===== src/rtl/mem32_byte_streamer.sv =====
// rtl/mem32_byte_streamer.sv - reads the four bytes of mem32 and streams them with an XOR checksum
//
// Purpose: on start, fetch bytes 0..3 (or 3..0) from mem32 one read at a time,
// present each on a valid/ready byte stream, flag the last byte and report
// the XOR of all four bytes.
//
// Ports:
//   clk, rst          rising-edge clock, synchronous active-high reset
//   start             one-cycle request, honoured only in IDLE
//   mem_valid         mem32 holds a complete word
//   mem_data          mem32 Dataout, valid one cycle after the read is sampled
//   mem_rd, mem_addr  read strobe and byte address to mem32
//   out_data, out_valid, out_ready, out_last   byte stream to the sink
//   busy              transfer in progress
//   done              one-cycle pulse after the last byte is accepted
//   chk               XOR of the streamed bytes, held until the next done
//   err               one-cycle pulse on start while mem32 is not valid
module mem32_byte_streamer #(
  parameter int ADDR_ORDER = 0
) (
  input  logic       clk,
  input  logic       rst,
  input  logic       start,
  input  logic       mem_valid,
  input  logic [7:0] mem_data,
  output logic       mem_rd,
  output logic [1:0] mem_addr,
  output logic [7:0] out_data,
  output logic       out_valid,
  input  logic       out_ready,
  output logic       out_last,
  output logic       busy,
  output logic       done,
  output logic [7:0] chk,
  output logic       err
);

  typedef enum logic [2:0] {
    S_IDLE,
    S_REQ,
    S_WAIT,
    S_HOLD,
    S_DONE
  } state_t;

  state_t     state, state_n;
  logic [1:0] idx, idx_n;
  logic [7:0] acc, acc_n;

  logic       mem_rd_n;
  logic [1:0] mem_addr_n;
  logic [7:0] out_data_n;
  logic       out_valid_n;
  logic       out_last_n;
  logic       busy_n;
  logic       done_n;
  logic [7:0] chk_n;
  logic       err_n;

  always_comb begin
    state_n    = state;
    idx_n      = idx;
    acc_n      = acc;
    out_data_n = out_data;
    chk_n      = chk;
    err_n      = 1'b0;
    mem_addr_n = mem_addr;

    case (state)
      S_IDLE: begin
        if (start) begin
          if (mem_valid) begin
            idx_n   = 2'd0;
            acc_n   = 8'h00;
            state_n = S_REQ;
          end else begin
            err_n = 1'b1;
          end
        end
      end
      S_REQ: begin
        state_n = S_WAIT;
      end
      S_WAIT: begin
        out_data_n = mem_data;
        acc_n      = acc ^ mem_data;
        state_n    = S_HOLD;
      end
      S_HOLD: begin
        if (out_valid && out_ready) begin
          if (idx == 2'd3) begin
            chk_n   = acc;
            state_n = S_DONE;
          end else begin
            idx_n   = idx + 2'd1;
            state_n = S_REQ;
          end
        end
      end
      S_DONE: begin
        state_n = S_IDLE;
      end
      default: begin
        state_n = S_IDLE;
      end
    endcase

    // Outputs are decoded from the next state and registered, so they line
    // up with the state they describe without any combinational path out.
    mem_rd_n    = (state_n == S_REQ);
    out_valid_n = (state_n == S_HOLD);
    out_last_n  = (state_n == S_HOLD) && (idx_n == 2'd3);
    busy_n      = (state_n != S_IDLE);
    done_n      = (state_n == S_DONE);
    if (state_n == S_REQ) begin
      // 3 - idx is the bitwise inverse for a 2-bit index
      mem_addr_n = (ADDR_ORDER != 0) ? ~idx_n : idx_n;
    end
  end

  always_ff @(posedge clk) begin
    if (rst) begin
      state     <= S_IDLE;
      idx       <= 2'd0;
      acc       <= 8'h00;
      mem_rd    <= 1'b0;
      mem_addr  <= 2'd0;
      out_data  <= 8'h00;
      out_valid <= 1'b0;
      out_last  <= 1'b0;
      busy      <= 1'b0;
      done      <= 1'b0;
      chk       <= 8'h00;
      err       <= 1'b0;
    end else begin
      state     <= state_n;
      idx       <= idx_n;
      acc       <= acc_n;
      mem_rd    <= mem_rd_n;
      mem_addr  <= mem_addr_n;
      out_data  <= out_data_n;
      out_valid <= out_valid_n;
      out_last  <= out_last_n;
      busy      <= busy_n;
      done      <= done_n;
      chk       <= chk_n;
      err       <= err_n;
    end
  end

endmodule


===== config.mk =====
export PLATFORM = sky130hd
export DESIGN_NAME = mem32_byte_streamer
export DESIGN_NICKNAME = d
export VERILOG_FILES = /design/src/rtl/mem32_byte_streamer.sv
export SDC_FILE = /design/constraint.sdc
export NUM_CORES = 1
export LEC_CHECK = 0
export CAP_MARGIN = 20
export CORE_MARGIN = 5
export CORE_UTILIZATION = 50
export DETAILED_ROUTE_END_ITERATION = 12
export PLACE_DENSITY = 0.93
export SLEW_MARGIN = 40
export SYNTH_ARGS = -nofsm -noshare
export SYNTH_HDL_FRONTEND = slang
export SYNTH_SLANG_ARGS = --single-unit

===== constraint.sdc =====
create_clock -name clk -period 2.37 [get_ports clk]
set_clock_uncertainty 0.05 [all_clocks]
set_input_delay 0.474 -clock clk [delete_from_list [all_inputs] [get_ports clk]]
set_output_delay 0.474 -clock clk [all_outputs]
set_load 0.02 [all_outputs]

; ---- After elaboration in Yosys (flattened, before gate mapping)
; Cells that the tools add are included.
[op_classes]
addsub = 1
eq_ne = 10
mux = 14
bitwise = 3
n_reduce_logical = 8
[ops]
columns = op, n
row1 = $mux 8, 2
row2 = $pmux 8 s2, 1
row3 = $mux 3, 4
row4 = $pmux 3 s4, 1
row5 = $eq 3x2->1 const B, 3
row6 = $mux 2, 4
row7 = $xor 8x8->8, 1
row8 = $eq 3x1->1 const B, 2
row9 = $reduce_and 3->1, 2
row10 = $eq 2x2->1 const B, 2
row11 = $ne 2x2->1 const B, 2
row12 = $pmux 2 s2, 1
row13 = $eq 3x3->1 const B, 1
row14 = $logic_not 3->1, 1
row15 = $reduce_bool 3->1, 1
row16 = $reduce_or 3->1, 1
row17 = $add 2x1->2 const B, 1
row18 = $logic_and 1x1->1, 2
row19 = $not 1->1, 2
row20 = $reduce_bool 2->1, 1
row21 = $mux 1, 1
[totals]
ff_bits = 37
out_inout_bits = 24
word_cells = 48

; ---- Depth between registers and ports, before layout
; Gate-level depths: netlist (run 1).
[depth]
depth_word = 6
mapped_depth = 6
depth_no_buf = 5

; ---- Worst setup path after synthesis (run 1)
; Ideal clock, no wire load.
[synth_timing]
path_type = input -> register
start = in out_ready
end = reg mem_addr[0]
setup_ps = 128
arrival_ps = 1270
t_required_ps = 2192
slack_ps = 923
cell_stages = 5
cell_sequence = and3_4 -> and4_2 -> nor3_2 -> mux2i_1 -> nor2_1
[synth_between]
elab_chain_len = 4
elab_cells_between_ends = 6
classes_between = eq/ne (1) / mux (4) / reduce/logical (1)
[synth_rtl]
columns = item, line
row1 = "start, declared", 30  ; input logic out_ready,
row2 = $logic_and 1x1->1 (*), 90  ; if (out_valid && out_ready) begin
row3 = $mux 3, 90
row4 = $pmux 3 s4, 69  ; case (state)
row5 = $eq 3x1->1, 115  ; if (state_n == S_REQ) begin
row6 = "end signal, assigned", 140  ; mem_addr <= mem_addr_n;
row7 = "end, declared", 27  ; output logic [1:0] mem_addr,
; Every way passes the cells marked *; elsewhere a longest branch is shown, timed or not.
; A chain may end at the register's enable or synchronous reset.

; ---- Worst setup path in the final report (run 1)
[layout_timing]
start = reg out_valid
end = out out_valid
[layout_lines]
columns = item, line
row1 = "start, declared", 29  ; output logic out_valid,
row2 = "start signal, assigned", 142  ; out_valid <= out_valid_n;
; No word-level cell between the ends.

==> flow_summary.toml, run 1 <==
[synth]
synth_top_area_share_pct = 52.9
syn_area_per_cell_um2 = 9.60
syn_inst = 146
synth_top_flop_cell = "dfxtp_1"
syn-cell-area_um2 = 1400
ys_ff_latch = 37
synth.distinct_cells = 31
yosysWarnings = 0
synth_top_cell_by_area = "dfxtp_1"
synth-async-reset-ratio_pct = 0
synth_nets = 159
synth_top_cells_by_area = "dfxtp_1 53%, mux2i_1 7.1%, nand2_1 7.0%"
synth-edff-count = 0
ys_seq_area_share_pct = 52.9

[route]
routed_wl_um = 3390
wl_per_cell_um = 15.7
first_pass_iters = 4
drtIter0Drc = 35
drc_errors = 0
antenna_left = 0
drt-vias-per-instance = 5.21
vias = 1125

[power]
intPower_mw = 0.989
p_leak_nw = 0.690
ir_worst_vdd_mv = 0.685
clkPwrFrac_pct = 35.4
p_sw_share_pct = 24.6
p_switching_mw = 0.323
p_comb_share_pct = 13.6
p_seq_share_pct = 51.0
p_per_area_nw_per_um2 = 703
total_power_mw = 1.31

[floorplanning]
core_area_um2 = 2710
die_h_um = 62.9
io_pins = 37
initial_core_util_pct = 51.7
die_x_um = 62.9
die_area_um2 = 3960
rows = 19

[critical_path]
crit_start = "out_valid$_SDFF_PP0_"
r2r_setup_slack_ns = 0.72
cp.buffers_inverters = 1
cpPeakStageDelay_ns = 0.62
crit_arrival_ns = 1.36
required_ns = 1.85
critPathCaptureType = "primary output"
crit_fanout = 3
worst_setup_path_start_kind = "flip-flop"
r2r-start = "state[2]$_SDFF_PP0_"
ff2ff_path_depth = 4
critPathSlowestCell = "clkdlybuf4s50_1"
crit_path_cell_trace = "clkdlybuf4s50_1"
reg2reg_to = "acc[0]$_SDFFE_PP0P_"
cp_top_family = "buffers and inverters"
crit_type = "reg2out"

[timing]
period_needed_ns = 1.88
slew-limit-headroom_pct = 66.0
holdWs_ns = 0.420
worst_slack_ns = 0.490
fin_setup_tns_ns = 0
fmaxAchievable_mhz = 532
finalCritPeriodShare_pct = 79.3
setup_viol = 0
maxSlewViolCount = 0
worst_pin_slew_ns = 0.503
hold_viol = 0
rsz0062_at_grt = "false"

[flow_run]
cap_violations = 0

[outcome]
status = "completed"

[cts]
cts_sinks = 37
clockBufferDepth = 2
htreeDepth = 2
cts_tree = "yes"
cts_resized = 0
postCtsSetupBuffers = 0
clock_latency_ns = 0.35
numCtsBuffers = 5
cts.clk_slew.worst_paths_ns = 0.12
cts_root_buf = "clkbuf_4"
ctsHoldBuffers = 0

[worst_hold_path]
holdPathStages = 2
hold_path.class = "reg2reg"
hp-start = "chk[2]$_SDFFE_PP0P_"
hold_path_end = "chk[2]$_SDFFE_PP0P_"

[place]
dp_slack_ns = 0.278
numPortBuffers = 36
place.gp.congestion = 0.798
hpwl_um = 2490

[grt]
overflow = 0
grt_pass1_vias = 1217
antenna_found_initial = 0
grt_usage_pct = 18.6
grt_max_degree = 15
grt_pass1_wl_um = 5830

[finish]
nets = 197
antenna_cells = 0
multi_input_area_um2 = 623
final.fill_count = 208
seqCellArea_um2 = 741
synthToLayoutAreaGrowth_pct = 33.2
fin_util_pct = 68.9
drive_above_1_share_pct = 9.73
sequential cells by signal, summed over array words and instances (netlist names):
name	count
err	1
mem_rd	1
chk	8
done	1
mem_addr	2
out_last	1
out_data	8
state	3
out_valid	1
busy	1
acc	8
idx	2
how the worst max path moves through the flow:
| stage | endpoint | cells after the start | slack [ns] |
|---|---|---|---|
| global route | out_valid | 1 | 0.44 |
| floorplan | mem_addr[0]$_SDFFE_PP0N_ | 5 | 0.92 |
| global placement | mem_addr[0]$_SDFFE_PP0N_ | 6 | 0.37 |
| CTS | out_valid | 1 | 0.48 |
| finish | out_valid | 1 | 0.49 |
| detailed placement | mem_addr[1]$_SDFFE_PP0N_ | 6 | 0.28 |
metrics by stage:
step / instances / area (µm²)
after floorplan: 146 / 1400
after global placement: 208 / 1780
after detailed placement: 208 / 1780
after CTS: 216 / 1870
after global routing: 216 / 1870
final: 216 / 1870
power groups by stage:
stage	Sequential (mW)	Combinational, mW	Clock (mW)
floorplan	0.695	0.0975	0
global route	0.673	0.194	0.503
CTS	0.669	0.179	0.467
global placement	0.680	0.170	0
finish	0.669	0.178	0.465
detailed placement	0.682	0.177	0
cell type report:
class	count	share of cell area, %
Timing Repair Buffer	38	20.1
Multi-Input combinational cell	101	33.4
Clock buffer	7	2.95
Clock inverter	1	1.61
Inverter	1	0.201
Sequential cell	37	39.7
Tap cell	31	2.08
tightest hold or removal path: stages (launching register included):
cell	delay, ns
dfxtp_1	0.33
nand2_1	0.05
a21oi_1	0.06
Yosys cell counts, drive strengths merged (2+ instances only):
| cell type | n |
|---|---|
| dfxtp | 37 |
| mux2i | 10 |
| a21oi | 10 |
| xor2 | 8 |
| and3 | 3 |
| a211oi | 2 |
| nand2 | 26 |
| nor2b | 3 |
| buf | 3 |
| nor2 | 24 |
| and2 | 2 |
| and2b | 3 |
| clkbuf | 4 |
layer usage:
layer  global-route usage, %  share of wire [%]
met1                    21.0                 39
met2                    32.7                 54
met3                    4.32                5.6
met4                    7.96                1.5
met5                       0                  0
cell families (layout without fill, tap and decap cells):
| kind of cell | Yosys count | count (layout) | share of synthesized area (%) |
|---|---|---|---|
| buffers and inverters | 8 | 47 | 2.68 |
| and+or+nand+nor | 68 | 68 | 23.7 |
| AOI/OAI and AO/OA | 15 | 15 | 8.66 |
| muxes | 10 | 10 | 7.14 |
| DFF | 37 | 37 | 52.9 |
| xor gates and xnor gates | 8 | 8 | 5.00 |
cells in the final DEF, fill, tap and decap left out:
cell and n:
nand2b_1 1, clkbuf_8 1, and3_4 1, nor2b_1 2, xor2_1 8, nor2b_4 1, and2b_4 1, a21o_2 1
nor2_1 24, nand2_1 26, and2_1 2, a21oi_1 10, nor4b_1 1, nor3_2 1, clkbuf_1 1, clkbuf_4 5
mux2i_1 10, nor3b_1 1, dfxtp_1 37, o21a_1 1, inv_1 1, a32oi_4 1, bufinv_16 1, and3_1 2
nor4_1 1, and2b_1 1, buf_4 2, clkdlybuf4s50_1 36, nand4_1 1, and4_2 1, a211oi_1 1, and2b_2 1
a211oi_4 1
No activity file was read; power rests on OpenSTA's default activity.
==> run 2, diff against run 1 <==
--- a/config.mk
+++ b/config.mk
@@ -7,9 +7,9 @@
 export LEC_CHECK = 0
 export CAP_MARGIN = 20
 export CORE_MARGIN = 5
-export CORE_UTILIZATION = 50
+export CORE_UTILIZATION = 42
 export DETAILED_ROUTE_END_ITERATION = 12
-export PLACE_DENSITY = 0.93
+export PLACE_DENSITY = 0.84
 export SLEW_MARGIN = 40
 export SYNTH_ARGS = -nofsm -noshare
 export SYNTH_HDL_FRONTEND = slang
==> constraint.sdc (replaced) <==
create_clock -name clk -period 1.6 [get_ports clk]
set_clock_uncertainty 0.05 [all_clocks]
set_input_delay 0.32 -clock clk [delete_from_list [all_inputs] [get_ports clk]]
set_output_delay 0.32 -clock clk [all_outputs]
set_load 0.02 [all_outputs]
==> flow_summary.toml, run 2 (synthesis results as in run 1) <==
[grt]
grt_usage_pct = 14.8
grt_max_degree = 17
grt_pass1_vias = 1120
overflow = 0
antenna_found_initial = 0
grt_pass1_wl_um = 4970

[power]
ir_worst_vdd_mv = 0.577
intPower_mw = 1.31
p_seq_share_pct = 56.3
p_sw_share_pct = 25.1
clkPwrFrac_pct = 27.8
p_leak_nw = 0.844
p_switching_mw = 0.439
p_per_area_nw_per_um2 = 909
p_comb_share_pct = 15.9

[critical_path]
crit_path_cell_trace = "buf_4, a21o_2, a32oi_4, and2b_4, and3_1"
cpPeakStageDelay_ns = 0.36
critPathSlowestCell = "dfxtp_1"
required_ns = 1.79
critPathCaptureType = "flip-flop"
crit_arrival_ns = 1.71
crit_fanout = 4
worst_setup_path_start_kind = "flip-flop"
crit_type = "reg2reg"

[floorplanning]
die_x_um = 67.8
die_h_um = 67.8
die_area_um2 = 4590
core_area_um2 = 3280
io_pins = 37
initial_core_util_pct = 42.7
rows = 21

[finish]
nets = 207
design_area_um2 = 1920
antenna_cells = 0
final.fill_count = 312
reg_top3 = "acc: 8 flops, chk: 8 flops, out_data: 8 flops"
drive_above_1_share_pct = 16.0
mostFrequentLayoutCell = "dfxtp_1"
synthToLayoutAreaGrowth_pct = 37.1
mostFrequentLayoutCells = "37 x dfxtp_1, 25 x nand2_1, 24 x nor2_1, 24 x dlygate4sd2_1"

[outcome]
status = "completed"

[route]
drtIter0Drc = 31
first_pass_iters = 4
antenna_left = 0
vias = 1120
routed_wl_um = 2930
drt-vias-per-instance = 4.67
wl_per_cell_um = 12.2
drc_errors = 0

[cts]
clockBufferDepth = 2
ctsHoldBuffers = 0
numCtsBuffers = 5
postCtsSetupBuffers = 0
clock_latency_ns = 0.33
cts_resized = 24
cts_root_buf = "clkbuf_4"
cts.clk_slew.worst_paths_ns = 0.10
cts_sinks = 37
cts_tree = "yes"
htreeDepth = 2

[timing]
period_needed_ns = 1.52
slew-limit-headroom_pct = 79.9
worst_pin_slew_ns = 0.300
finalCritPeriodShare_pct = 95.1
setup_viol = 0
fmaxAchievable_mhz = 657
hold_viol = 0
fin_setup_tns_ns = 0
maxSlewViolCount = 0
rsz0062_at_grt = "true"

[place]
hpwl_um = 2230
numPortBuffers = 36
placed_cell_area_um2 = 1880
place.gp.congestion = 0.851

[worst_hold_path]
hold_path.class = "reg2reg"

[flow_run]
cap_violations = 0
-- run 2: cell types whose count changed in the layout (fill, tap and decap cells not counted), sizes merged --
cell and change:
buf +10, bufinv -1, clkdlybuf4s50 -24, dlygate4sd2 +24
-- run 2: metrics by stage --
step                      total power [mW]  hold WS (ns)  setup WS [ns]  cells  utilization (%)
after global placement                1.29         0.391         -0.258    233             57.1
after floorplan                       1.17         0.346          0.173    146                -
final                                 1.75         0.406         0.0787    240             58.5
after global routing                  1.84         0.430        -0.0234    240             58.5
after detailed placement              1.29         0.398         -0.293    233             57.1
after CTS                             1.76         0.407         0.0308    240             57.9
-- run 2: power groups by stage --
| stage | sequential, mW | combinational (mW) | clock, mW |
|---|---|---|---|
| finish | 0.985 | 0.277 | 0.486 |
| global route | 0.990 | 0.305 | 0.548 |
| global placement | 1.00 | 0.282 | 0 |
| floorplan | 1.03 | 0.144 | 0 |
| detailed placement | 1.01 | 0.286 | 0 |
| CTS | 0.984 | 0.275 | 0.501 |
-- run 2: final timing paths --
path / from / end / slack [ns] / cells past startpoint
hold / removal: chk[7]$_SDFFE_PP0P_ / chk[7]$_SDFFE_PP0P_ / 0.41 / 2
setup / recovery: state[1]$_SDFF_PP0_ / out_last$_SDFF_PP0_ / 0.08 / 5
hold reg to reg: chk[7]$_SDFFE_PP0P_ / chk[7]$_SDFFE_PP0P_ / 0.41 / 2
setup reg to reg: state[1]$_SDFF_PP0_ / out_last$_SDFF_PP0_ / 0.08 / 5
-- run 2: final cells by class --
class                      instances  area, µm²  area share (%)
timing repair buffer              48        420            21.9
inverter                           1       3.75           0.195
sequential                        37        741            38.5
clock buffer                       7       55.1            2.86
multi-input combinational        101        644            33.5
tap                               46       57.6            2.99
-- run 2: critical path, delay by kind of cell (launching register included) --
kind	cells	cell delay, ns
AOI/OAI and AO/OA	2	0.47
buffers and inverters	1	0.16
and+or+nand+nor	2	0.39
DFF	1	0.36
-- run 2: layer usage --
layer  track usage [%]  vias to the layer above  routed length (µm)
li1                  -                      571                   -
met1              16.5                      518                1250
met2              24.9                       26                1440
met3              6.32                        5                 192
met4              5.32                        0                  46
met5                 0                        -                   0
